<file path="config.mk">
export PLATFORM = sky130hd
export DESIGN_NAME = bexkat2_bus_arbiter
export DESIGN_NICKNAME = d
export VERILOG_FILES = /design/src/rtl/bexkat2_bus_arbiter_pkg.sv /design/src/rtl/bexkat2_bus_watchdog.sv /design/src/rtl/bexkat2_bus_arbiter.sv
export SDC_FILE = /design/constraint.sdc
export NUM_CORES = 1
export LEC_CHECK = 0
export BUFFER_PORTS_ARGS = -buffer_cell sky130_fd_sc_hd__buf_4
export CORE_AREA = 2 2 108 110
export DETAILED_ROUTE_END_ITERATION = 6
export DIE_AREA = 0 0 110 112
export PLACE_DENSITY_LB_ADDON = 0.2
export REMOVE_ABC_BUFFERS = 1
export SETUP_SLACK_MARGIN = 0.15
export SKIP_LAST_GASP = 1
export SYNTH_ARGS = -nofsm -noshare
export SYNTH_HDL_FRONTEND = slang
export SYNTH_SLANG_ARGS = --single-unit
</file>
<file path="constraint.sdc">
create_clock -name clk_i -period 3 [get_ports clk_i]
set_clock_uncertainty 0.05 [all_clocks]
set_input_delay 0.45 -clock clk_i [delete_from_list [all_inputs] [get_ports clk_i]]
set_output_delay 0.45 -clock clk_i [all_outputs]
set_load 0.03 [all_outputs]
</file>
<file path="src/rtl/bexkat2_bus_arbiter_pkg.sv">
// Shared types for the bexkat2 memory-bus arbiter.
// Latency: n/a (types and constants only).
// Backpressure: n/a.
//
// arb_state_t : arbiter grant state (idle / fetch owns bus / data owns bus)
// owner_t     : which requester held the bus last, used for round-robin ties
package bexkat1Def;

   typedef enum bit [1:0] {
      ARB_IDLE = 2'd0,
      ARB_INS  = 2'd1,
      ARB_DAT  = 2'd2
   } arb_state_t;

   typedef enum logic {
      OWN_INS = 1'b0,
      OWN_DAT = 1'b1
   } owner_t;

   // Instruction fetches are always full-word reads.
   localparam logic INS_WE = 1'b0;

endpackage

</file>
<file path="src/rtl/bexkat2_bus_watchdog.sv">
// Stall watchdog: counts strobed cycles without ack/err and pulses expire_o once.
// Latency: expire_o rises the cycle after the TIMEOUT-th unanswered strobe cycle.
// Backpressure: none; purely observes the bus, TIMEOUT=0 disables it.
//
// Ports:
//   clk_i, rst_i : clock, async active-high reset
//   clr_i        : force counter clear (no owner driving a cycle)
//   stb_i        : strobe currently presented to memory
//   done_i       : memory answered (ack or err) this cycle
//   expire_o     : registered one-cycle error pulse
module bexkat2_bus_watchdog #(
   parameter int TIMEOUT = 255
) (
   input  logic clk_i,
   input  logic rst_i,
   input  logic clr_i,
   input  logic stb_i,
   input  logic done_i,
   output logic expire_o
);

   // TIMEOUT=0 still needs a legal one-bit counter; it simply never advances.
   localparam int CW = (TIMEOUT > 0) ? $clog2(TIMEOUT + 1) : 1;
   localparam logic [CW-1:0] CNT_LAST = (TIMEOUT > 0) ? CW'(TIMEOUT - 1) : '0;
   localparam logic [CW-1:0] CNT_MAX  = (TIMEOUT > 0) ? CW'(TIMEOUT) : '0;
   localparam logic [CW-1:0] CNT_ONE  = CW'(1);
   localparam bit            WD_EN    = (TIMEOUT > 0);

   logic [CW-1:0] count;

   always_ff @(posedge clk_i or posedge rst_i) begin
      if (rst_i) begin
         count    <= '0;
         expire_o <= 1'b0;
      end else begin
         expire_o <= 1'b0;
         if (clr_i || !stb_i || done_i) begin
            count <= '0;
         end else if (WD_EN && (count == CNT_LAST)) begin
            count    <= '0;
            expire_o <= 1'b1;
         end else if (count != CNT_MAX) begin
            // Saturate rather than wrap so a stuck counter can never alias to zero.
            count <= count + CNT_ONE;
         end
      end
   end

endmodule

</file>
<file path="src/rtl/bexkat2_bus_arbiter.sv">
// Round-robin arbiter sharing one Wishbone-classic memory bus between fetch and data ports.
// Latency: grant registered, bus_cyc_o follows a request from idle by one cycle; data path combinational.
// Backpressure: non-owner waits (no ack) until owner drops cyc plus one idle cycle; watchdog errors stalls.
//
// Ports:
//   clk_i, rst_i         : clock, async active-high reset
//   ins_*                : fetch master (read-only): cyc/stb/adr in, dat/ack/err out
//   dat_*                : data master: cyc/stb/we/sel/adr/dat in, dat/ack/err out
//   bus_*                : memory slave side: cyc/stb/we/sel/adr/dat out, dat/ack/err in
//   timeout_o            : one-cycle pulse when the watchdog forces an error
module bexkat2_bus_arbiter
   import bexkat1Def::*;
#(
   parameter int AW      = 32,
   parameter int DW      = 32,
   parameter int TIMEOUT = 255
) (
   input  logic            clk_i,
   input  logic            rst_i,
   input  logic            ins_cyc_i,
   input  logic            ins_stb_i,
   input  logic [AW-1:0]   ins_adr_i,
   output logic [DW-1:0]   ins_dat_o,
   output logic            ins_ack_o,
   output logic            ins_err_o,
   input  logic            dat_cyc_i,
   input  logic            dat_stb_i,
   input  logic            dat_we_i,
   input  logic [DW/8-1:0] dat_sel_i,
   input  logic [AW-1:0]   dat_adr_i,
   input  logic [DW-1:0]   dat_dat_i,
   output logic [DW-1:0]   dat_dat_o,
   output logic            dat_ack_o,
   output logic            dat_err_o,
   output logic            bus_cyc_o,
   output logic            bus_stb_o,
   output logic            bus_we_o,
   output logic [DW/8-1:0] bus_sel_o,
   output logic [AW-1:0]   bus_adr_o,
   output logic [DW-1:0]   bus_dat_o,
   input  logic [DW-1:0]   bus_dat_i,
   input  logic            bus_ack_i,
   input  logic            bus_err_i,
   output logic            timeout_o
);

   arb_state_t state;
   owner_t     last;
   logic       own_ins;
   logic       own_dat;
   logic       wd_expire;
   logic       ack_ok;
   logic       err_ok;
   logic       wd_clr;

   assign own_ins = (state == ARB_INS);
   assign own_dat = (state == ARB_DAT);

   // Grant FSM. A granted owner keeps the bus for as long as it holds cyc,
   // so multi-access sequences (pops, RTI) are never interleaved. Dropping
   // cyc always passes through IDLE before the other side can be granted.
   always_ff @(posedge clk_i or posedge rst_i) begin
      if (rst_i) begin
         state <= ARB_IDLE;
         last  <= OWN_DAT;
      end else begin
         case (state)
            ARB_IDLE: begin
               if (ins_cyc_i && (!dat_cyc_i || (last == OWN_DAT)))
                  state <= ARB_INS;
               else if (dat_cyc_i)
                  state <= ARB_DAT;
            end
            ARB_INS: begin
               if (!ins_cyc_i) begin
                  state <= ARB_IDLE;
                  last  <= OWN_INS;
               end
            end
            ARB_DAT: begin
               if (!dat_cyc_i) begin
                  state <= ARB_IDLE;
                  last  <= OWN_DAT;
               end
            end
            default: state <= ARB_IDLE;
         endcase
      end
   end

   // Bus mux. Strobe is qualified by cyc and suppressed during the
   // watchdog error cycle so the stalled access is abandoned on the bus.
   always_comb begin
      bus_cyc_o = 1'b0;
      bus_stb_o = 1'b0;
      bus_we_o  = 1'b0;
      bus_sel_o = '0;
      bus_adr_o = '0;
      bus_dat_o = '0;
      if (own_ins) begin
         bus_cyc_o = ins_cyc_i;
         bus_stb_o = ins_cyc_i & ins_stb_i & ~wd_expire;
         bus_we_o  = INS_WE;
         bus_sel_o = '1;
         bus_adr_o = ins_adr_i;
      end else if (own_dat) begin
         bus_cyc_o = dat_cyc_i;
         bus_stb_o = dat_cyc_i & dat_stb_i & ~wd_expire;
         bus_we_o  = dat_we_i;
         bus_sel_o = dat_sel_i;
         bus_adr_o = dat_adr_i;
         bus_dat_o = dat_dat_i;
      end
   end

   // Responses only count while a cycle is on the bus. A forced error
   // dominates: any late ack arriving in that cycle is discarded.
   assign ack_ok = bus_cyc_o & bus_ack_i & ~wd_expire;
   assign err_ok = (bus_cyc_o & bus_err_i) | wd_expire;

   assign ins_ack_o = own_ins & ack_ok;
   assign dat_ack_o = own_dat & ack_ok;
   assign ins_err_o = own_ins & err_ok;
   assign dat_err_o = own_dat & err_ok;

   // Read data fans out to both masters; held at zero while in reset so
   // every output is quiet without waiting for a clock edge.
   assign ins_dat_o = rst_i ? '0 : bus_dat_i;
   assign dat_dat_o = rst_i ? '0 : bus_dat_i;

   assign timeout_o = wd_expire;

   // Every grant change happens in a cycle where no owner drives cyc, so
   // clearing on "no cycle on the bus" also clears across state changes.
   assign wd_clr = ~bus_cyc_o;

   bexkat2_bus_watchdog #(
      .TIMEOUT (TIMEOUT)
   ) u_watchdog (
      .clk_i    (clk_i),
      .rst_i    (rst_i),
      .clr_i    (wd_clr),
      .stb_i    (bus_stb_o),
      .done_i   ((bus_ack_i | bus_err_i) & bus_cyc_o),
      .expire_o (wd_expire)
   );

endmodule

</file>
### Word-level counts from Yosys, hierarchy flattened

Index checks and enable logic that the tools add are counted.
Widths: inputs -> output; s select.

| cells by class | value |
|---|---|
| add/subtract/negate cells | 1 |
| multiply operators | 0 |
| divide/modulo/power cells | 0 |
| magnitude comparators | 0 |
| equality and inequality tests | 7 |
| shifts and indexed selects | 0 |
| multiplexer cells | 26 |
| bitwise gates (word level) | 16 |
| reduce and logical (&&, ||, !) cells | 11 |

Operator list:

| operator | count |
|---|---|
| $mux 32 | 5 |
| $mux 8 | 3 |
| $and 1x1->1 | 12 |
| $mux 1 | 10 |
| $add 8x1->8 const B | 1 |
| $eq 8x8->1 const B | 1 |
| $mux 2 | 4 |
| $mux 4 | 2 |
| $ne 8x8->1 const B | 1 |
| $pmux 2 s3 | 1 |
| $reduce_and 3->1 | 2 |
| $ne 2x2->1 const B | 2 |
| $logic_or 1x1->1 | 3 |
| $ne 3x3->1 const B | 1 |
| $reduce_bool 3->1 | 1 |
| $eq 2x1->1 const B | 1 |
| $eq 2x2->1 const B | 1 |
| $logic_not 1->1 | 2 |
| $logic_not 2->1 | 1 |
| $not 1->1 | 2 |
| $or 1x1->1 | 2 |
| $pmux 1 s2 | 1 |
| $reduce_bool 2->1 | 1 |
| $logic_and 1x1->1 | 1 |

| storage, ports and cells | value |
|---|---|
| register bits after elaboration | 12 |
| latch bits | 0 |
| memory bits (writable) | 0 |
| memory bits (read-only) | 0 |
| input bits | 141 |
| output and inout port bits | 140 |
| word-level logic and storage cells | 65 |
| memories | 0 |

### Depth between registers and ports, before layout

| logic depth | value |
|---|---|
| word-level depth | 8 |
| gate-level depth with buffers | 6 |
| depth with buffers taken out | 6 |

### Hierarchy

From an unflattened synthesis, not the netlist that was laid out.

| second synthesis, totals | value |
|---|---|
| cells, all modules | 226 |
| area, all modules | 1800.5 um^2 |

By module, submodules not included:

| module | instances | cells an instance | area an instance (um^2) | sequential area each (um^2) |
|---|---|---|---|---|
| bexkat2_bus_arbiter | 1 | 177 | 1265.0 | 76.3 |
| bexkat2_bus_watchdog | 1 | 49 | 535.5 | 225.2 |

### Worst setup path after synthesis

No wires, ideal clock.

| path | value |
|---|---|
| path kind | reg2out |
| start point | reg state[0] |
| end point | out dat_err_o |
| arrival time | 1.793 ns |
| required time | 2.500 ns |
| slack | 0.707 ns |
| stages on the path, launching flop included | 5 |
| path buffers | 0 |
| path through | dfrtp_1 > nand2b_1 > mux2i_1 > a21oi_1 > nor2b_1 |

| on the way | value |
|---|---|
| word-level cells in the longest chain between the ends | 6 |
| elaborated cells between the ends (all ways) | 7 |
| those cells by class | 2 x eq/ne; 2 x mux; 3 x bitwise |

RTL lines:

| element | RTL line | RTL |
|---|---|---|
| from (decl) | bexkat2_bus_arbiter.sv:47 | `arb_state_t state;` |
| from (signal assigned) | bexkat2_bus_arbiter.sv:64 | `state <= ARB_IDLE;` |
| from (signal assigned) | bexkat2_bus_arbiter.sv:70 | `state <= ARB_INS;` |
| from (signal assigned) | bexkat2_bus_arbiter.sv:72 | `state <= ARB_DAT;` |
| $eq 2x2->1 | bexkat2_bus_arbiter.sv:57 | `assign own_dat = (state == ARB_DAT);` |
| $mux 1 | bexkat2_bus_arbiter.sv:106 | `end else if (own_dat) begin` |
| $mux 1 (*) | bexkat2_bus_arbiter.sv:100 | `if (own_ins) begin` |
| net bus_cyc_o | bexkat2_bus_arbiter.sv:35 | `output logic bus_cyc_o,` |
| $and 1x1->1 (*) | bexkat2_bus_arbiter.sv:119 | `assign err_ok = (bus_cyc_o & bus_err_i) \| wd_expire;` |
| $or 1x1->1 (*) | bexkat2_bus_arbiter.sv:119 |  |
| $and 1x1->1 (*) | bexkat2_bus_arbiter.sv:124 | `assign dat_err_o = own_dat & err_ok;` |
| to (decl) | bexkat2_bus_arbiter.sv:34 | `output logic dat_err_o,` |

Mark *: on every way through the listed nets, which the timed path passes. The rest lies on a longest branch.

### Worst setup path in the final report

| path | value |
|---|---|
| start point | reg state[0] |
| end point | out dat_err_o |

| on the way | value |
|---|---|
| word-level cells in the longest chain between the ends | 6 |
| elaborated cells between the ends (all ways) | 7 |
| those cells by class | 2 x eq/ne; 2 x mux; 3 x bitwise |

RTL lines:

| element | RTL line |
|---|---|
| $eq 2x2->1 | bexkat2_bus_arbiter.sv:57 |
| $mux 1 | bexkat2_bus_arbiter.sv:106 |
| $mux 1 | bexkat2_bus_arbiter.sv:100 |
| $and 1x1->1 | bexkat2_bus_arbiter.sv:119 |
| $or 1x1->1 | bexkat2_bus_arbiter.sv:119 |
| $and 1x1->1 (*) | bexkat2_bus_arbiter.sv:124 |

Every way passes the cells marked *; elsewhere a longest branch is shown, timed or not.

==> flow_summary_export.csv <==
group,metric,value,unit
status,status,"completed",
worst_setup_path,critical_path_class,"flip-flop to output pin",
clock_tree,clock-root-buffer,"clkbuf_16",
route,wl_per_cell,17.86,um
yosys,synth_edf_count,0,
power_and_ir_drop,combinationalPowerShare,71.8,%
worst_hold_path,hp-class,"primary input to async pin",
yosys,synth_async_sr_flop_share,100.0,%
worst_setup_path,cp.arrival,1.84,ns
global_route,grt.overflow.total,0,
global_route,grt_pass1_vias,2407,
power_and_ir_drop,p_leak,0.002145,uW
worst_setup_path,path_cells,"nand2b_1 > mux2i_1 > a21oi_1 > nor2b_1 > buf_4",
route,vias_per_cell,4.100,
yosys,synth_cell_types,36,
clock_tree,cts.path.max_buffers,2,
clock_tree,cts_resized,0,
worst_setup_path,slowest_delay,0.46,ns
floorplan,die_y,112,um
yosys,synth_top_area_share,15.60,%
global_route,grt_util_met3,2.693,%
worst_setup_path,path_max_fanout,8,
worst_setup_path,cpLargestDelayFamily,"flip-flops",
clock_tree,htreeDepth,1,
floorplan,io_pins,281,
clock_tree,cts_buffers,3,
yosys,avgSynthCellArea,7.812,um^2
cells_and_area,area_growth,116.2,%
worst_setup_path,crit_path_end_kind,"output pin",
global_route,grt_use_total,15.93,%
worst_setup_path,cp_slowest_cell,"dfrtp_1",
cells_and_area,final_layout_size_suffix_gt1_share,63.60,%
timing,finalHoldViolations,0,
floorplan,row_count,39,
yosys,yosys_warnings,0,
global_route,top_usage_layer,"met2",
timing,layout_min_cycle_time,2.340,ns
timing,finalSetupViolations,0,
place,hpwl,9597,um
power_and_ir_drop,netSwitchingPower,785.6,uW
timing,fmax,427.3,MHz
worst_setup_path,rr_startpoint,"u_watchdog.count[0]",
global_route,grtUsageMet1,17.64,%
floorplan,core,11170,um^2
route,vias,2505,
route,first_pass_iters,4,
cells_and_area,final_cells,611,
power_and_ir_drop,power_frac_seq,11.9,%
power_and_ir_drop,p_int,878.5,uW
power_and_ir_drop,power_frac_clock,16.4,%
worst_setup_path,r2r_setup_slack,1.43,ns
timing,rsz0062_at_grt,"false",
yosys,synth_area,1797,um^2
timing,drv_slew,0,
clock_tree,clk_pin_slew,0.05,ns
global_route,grtUsageMet2,31.04,%
worst_setup_path,start_kind,"flip-flop",
cells_and_area,design_area,3884,um^2
clock_tree,clk_latency,0.24,ns
route,first_iter_violations,197,
timing,final.period_utilization,78.01,%
yosys,synthTopCellsByArea,"a22o_1 (16%), dfrtp_1 (15%), buf_4 (14%)",
place,detailed_place.area,3792,um^2
yosys,synth_cells,230,
clock_tree,cts_tree,"built",
worst_setup_path,cp.buffers_inverters,1,
clock_tree,cts_hold_buf,0,
floorplan,die_w,110,um
worst_setup_path,reg2reg_depth,4,
global_route,antenna_found_initial,1,
worst_setup_path,rr_endpoint,"u_watchdog.count[5]",
route,ant_nets,0,
route,drc,0,
place,placed_cells,606,
cells_and_area,nets,611,
yosys,ys_seq_area_share,16.78,%
clock_tree,cts_sinks,12,
global_route,grt_max_degree,56,
power_and_ir_drop,swShare,47.21,%
yosys,ys_ff_latch,12,
worst_setup_path,cp.required,2.50,ns
clock_tree,cts_setup_buffers,0,
yosys,synth.largest_area_cell,"a22o_1",
route,drt_wl_total,10910,um
yosys,synth_ff_type,"dfrtp_1",
run,maxCapViolCount,0,
timing,slew_headroom,63.22,%
timing,worstMarginPinSlew,0.5364,ns
power_and_ir_drop,power_density,428.5,nW/um^2
floorplan,floorplan.die_area,12320,um^2
place,io_buffers,280,
global_route,grt_pass1_wl,14580,um
place,gp_congestion,0.8261,
power_and_ir_drop,peakVddDrop,196.5,uV
floorplan,start_util,16.08,%
## per-stage QoR
stage / utilization (%) / hold slack, ns / setup TNS (ns) / worst slack [ns] / power [uW]
finish: 34.76 / 0.3430 / 0 / 0.6598 / 1664
global route: 34.76 / 0.4009 / 0 / 0.5152 / 1752
CTS: 34.73 / 0.3686 / 0 / 0.6280 / 1678
detailed placement: 33.94 / 0.4401 / 0 / 0.8821 / 1401
global placement: 33.94 / 0.4452 / 0 / 0.8855 / 1400
floorplan: - / 0.2640 / -29.24 / -0.5047 / 853.7
## cell families (layout without fill, tap and decap cells)
kind of cell               Yosys count  in the layout  synth area share [%]
and+or+nand+nor                    106            106                 37.12
AOI/OAI and AO/OA                   55             55                 24.93
other                                0              1                     0
adders and majority gates            2              2                 1.393
muxes                                2              2                 1.114
DFF                                 12             12                 16.78
buffers and inverters               53            290                 18.66
## power by group through the flow
| stage | Combinational [uW] | Sequential [uW] | Clock (uW) |
|---|---|---|---|
| after global routing | 1260 | 202 | 289 |
| after global placement | 1200 | 199 | 0 |
| after floorplan | 659 | 195 | 0 |
| after CTS | 1200 | 197 | 278 |
| after detailed placement | 1200 | 200 | 0 |
| final | 1190 | 197 | 272 |
## synth_stat cells, types with 2 or more instances
library cell and n:
a22o_1 32, o21ai_0 3, nor2_1 7, ha_1 2, and2_1 34, inv_1 4, clkbuf_1 6, buf_4 33
and3_1 5, nor3_2 3, and4b_1 4, nand3_1 3, nand2_1 6, nor3_1 2, a21oi_1 7, dfrtp_1 11
a21o_1 4, buf_2 10, mux2i_1 2, nor2b_1 36
## flip-flops by register name (all words and copies together), names as in the netlist
signal and count:
state 2, u_watchdog.count 8, u_watchdog.expire_o 1, last 1
## area by class of cell
type | count | area [um^2]
antenna | 1 | 2.502
tap | 143 | 178.9
timing repair buffer | 282 | 2130
clock buffer | 4 | 88.84
inverter | 4 | 15.01
sequential | 12 | 301.5
fill | 1201 | 7291
multi-input combinational | 165 | 1167
## placed cells by master, fill, tap and decap left out, drive strengths merged, types with 5 or more instances in the layout
| master | netlist | layout |
|---|---|---|
| buf | 43 | 282 |
| a21oi | 7 | 7 |
| nor2b | 36 | 36 |
| dfrtp | 11 | 11 |
| nand2 | 6 | 6 |
| nor3 | 5 | 5 |
| nor2 | 8 | 8 |
| a22o | 32 | 32 |
| and3 | 5 | 5 |
| and2 | 35 | 35 |
## worst max path at each step
stage / startpoint / cells past startpoint / endpoint / slack [ns]
detailed placement: state[0] / 5 / dat_err_o / 0.88
finish: state[0] / 5 / dat_err_o / 0.66
floorplan: state[1] / 2 / dat_err_o / -0.50
CTS: state[0] / 5 / dat_err_o / 0.63
global placement: state[0] / 5 / dat_err_o / 0.89
global route: state[0] / 5 / dat_err_o / 0.52
## per-layer routing
layer  part of all wire [%]  vias up
met4                   0.79        0
met5                      0        -
met2                     56       98
met1                     35     1158
li1                       -     1243
met3                    7.8        6
Power figures use the tool's default switching activity.
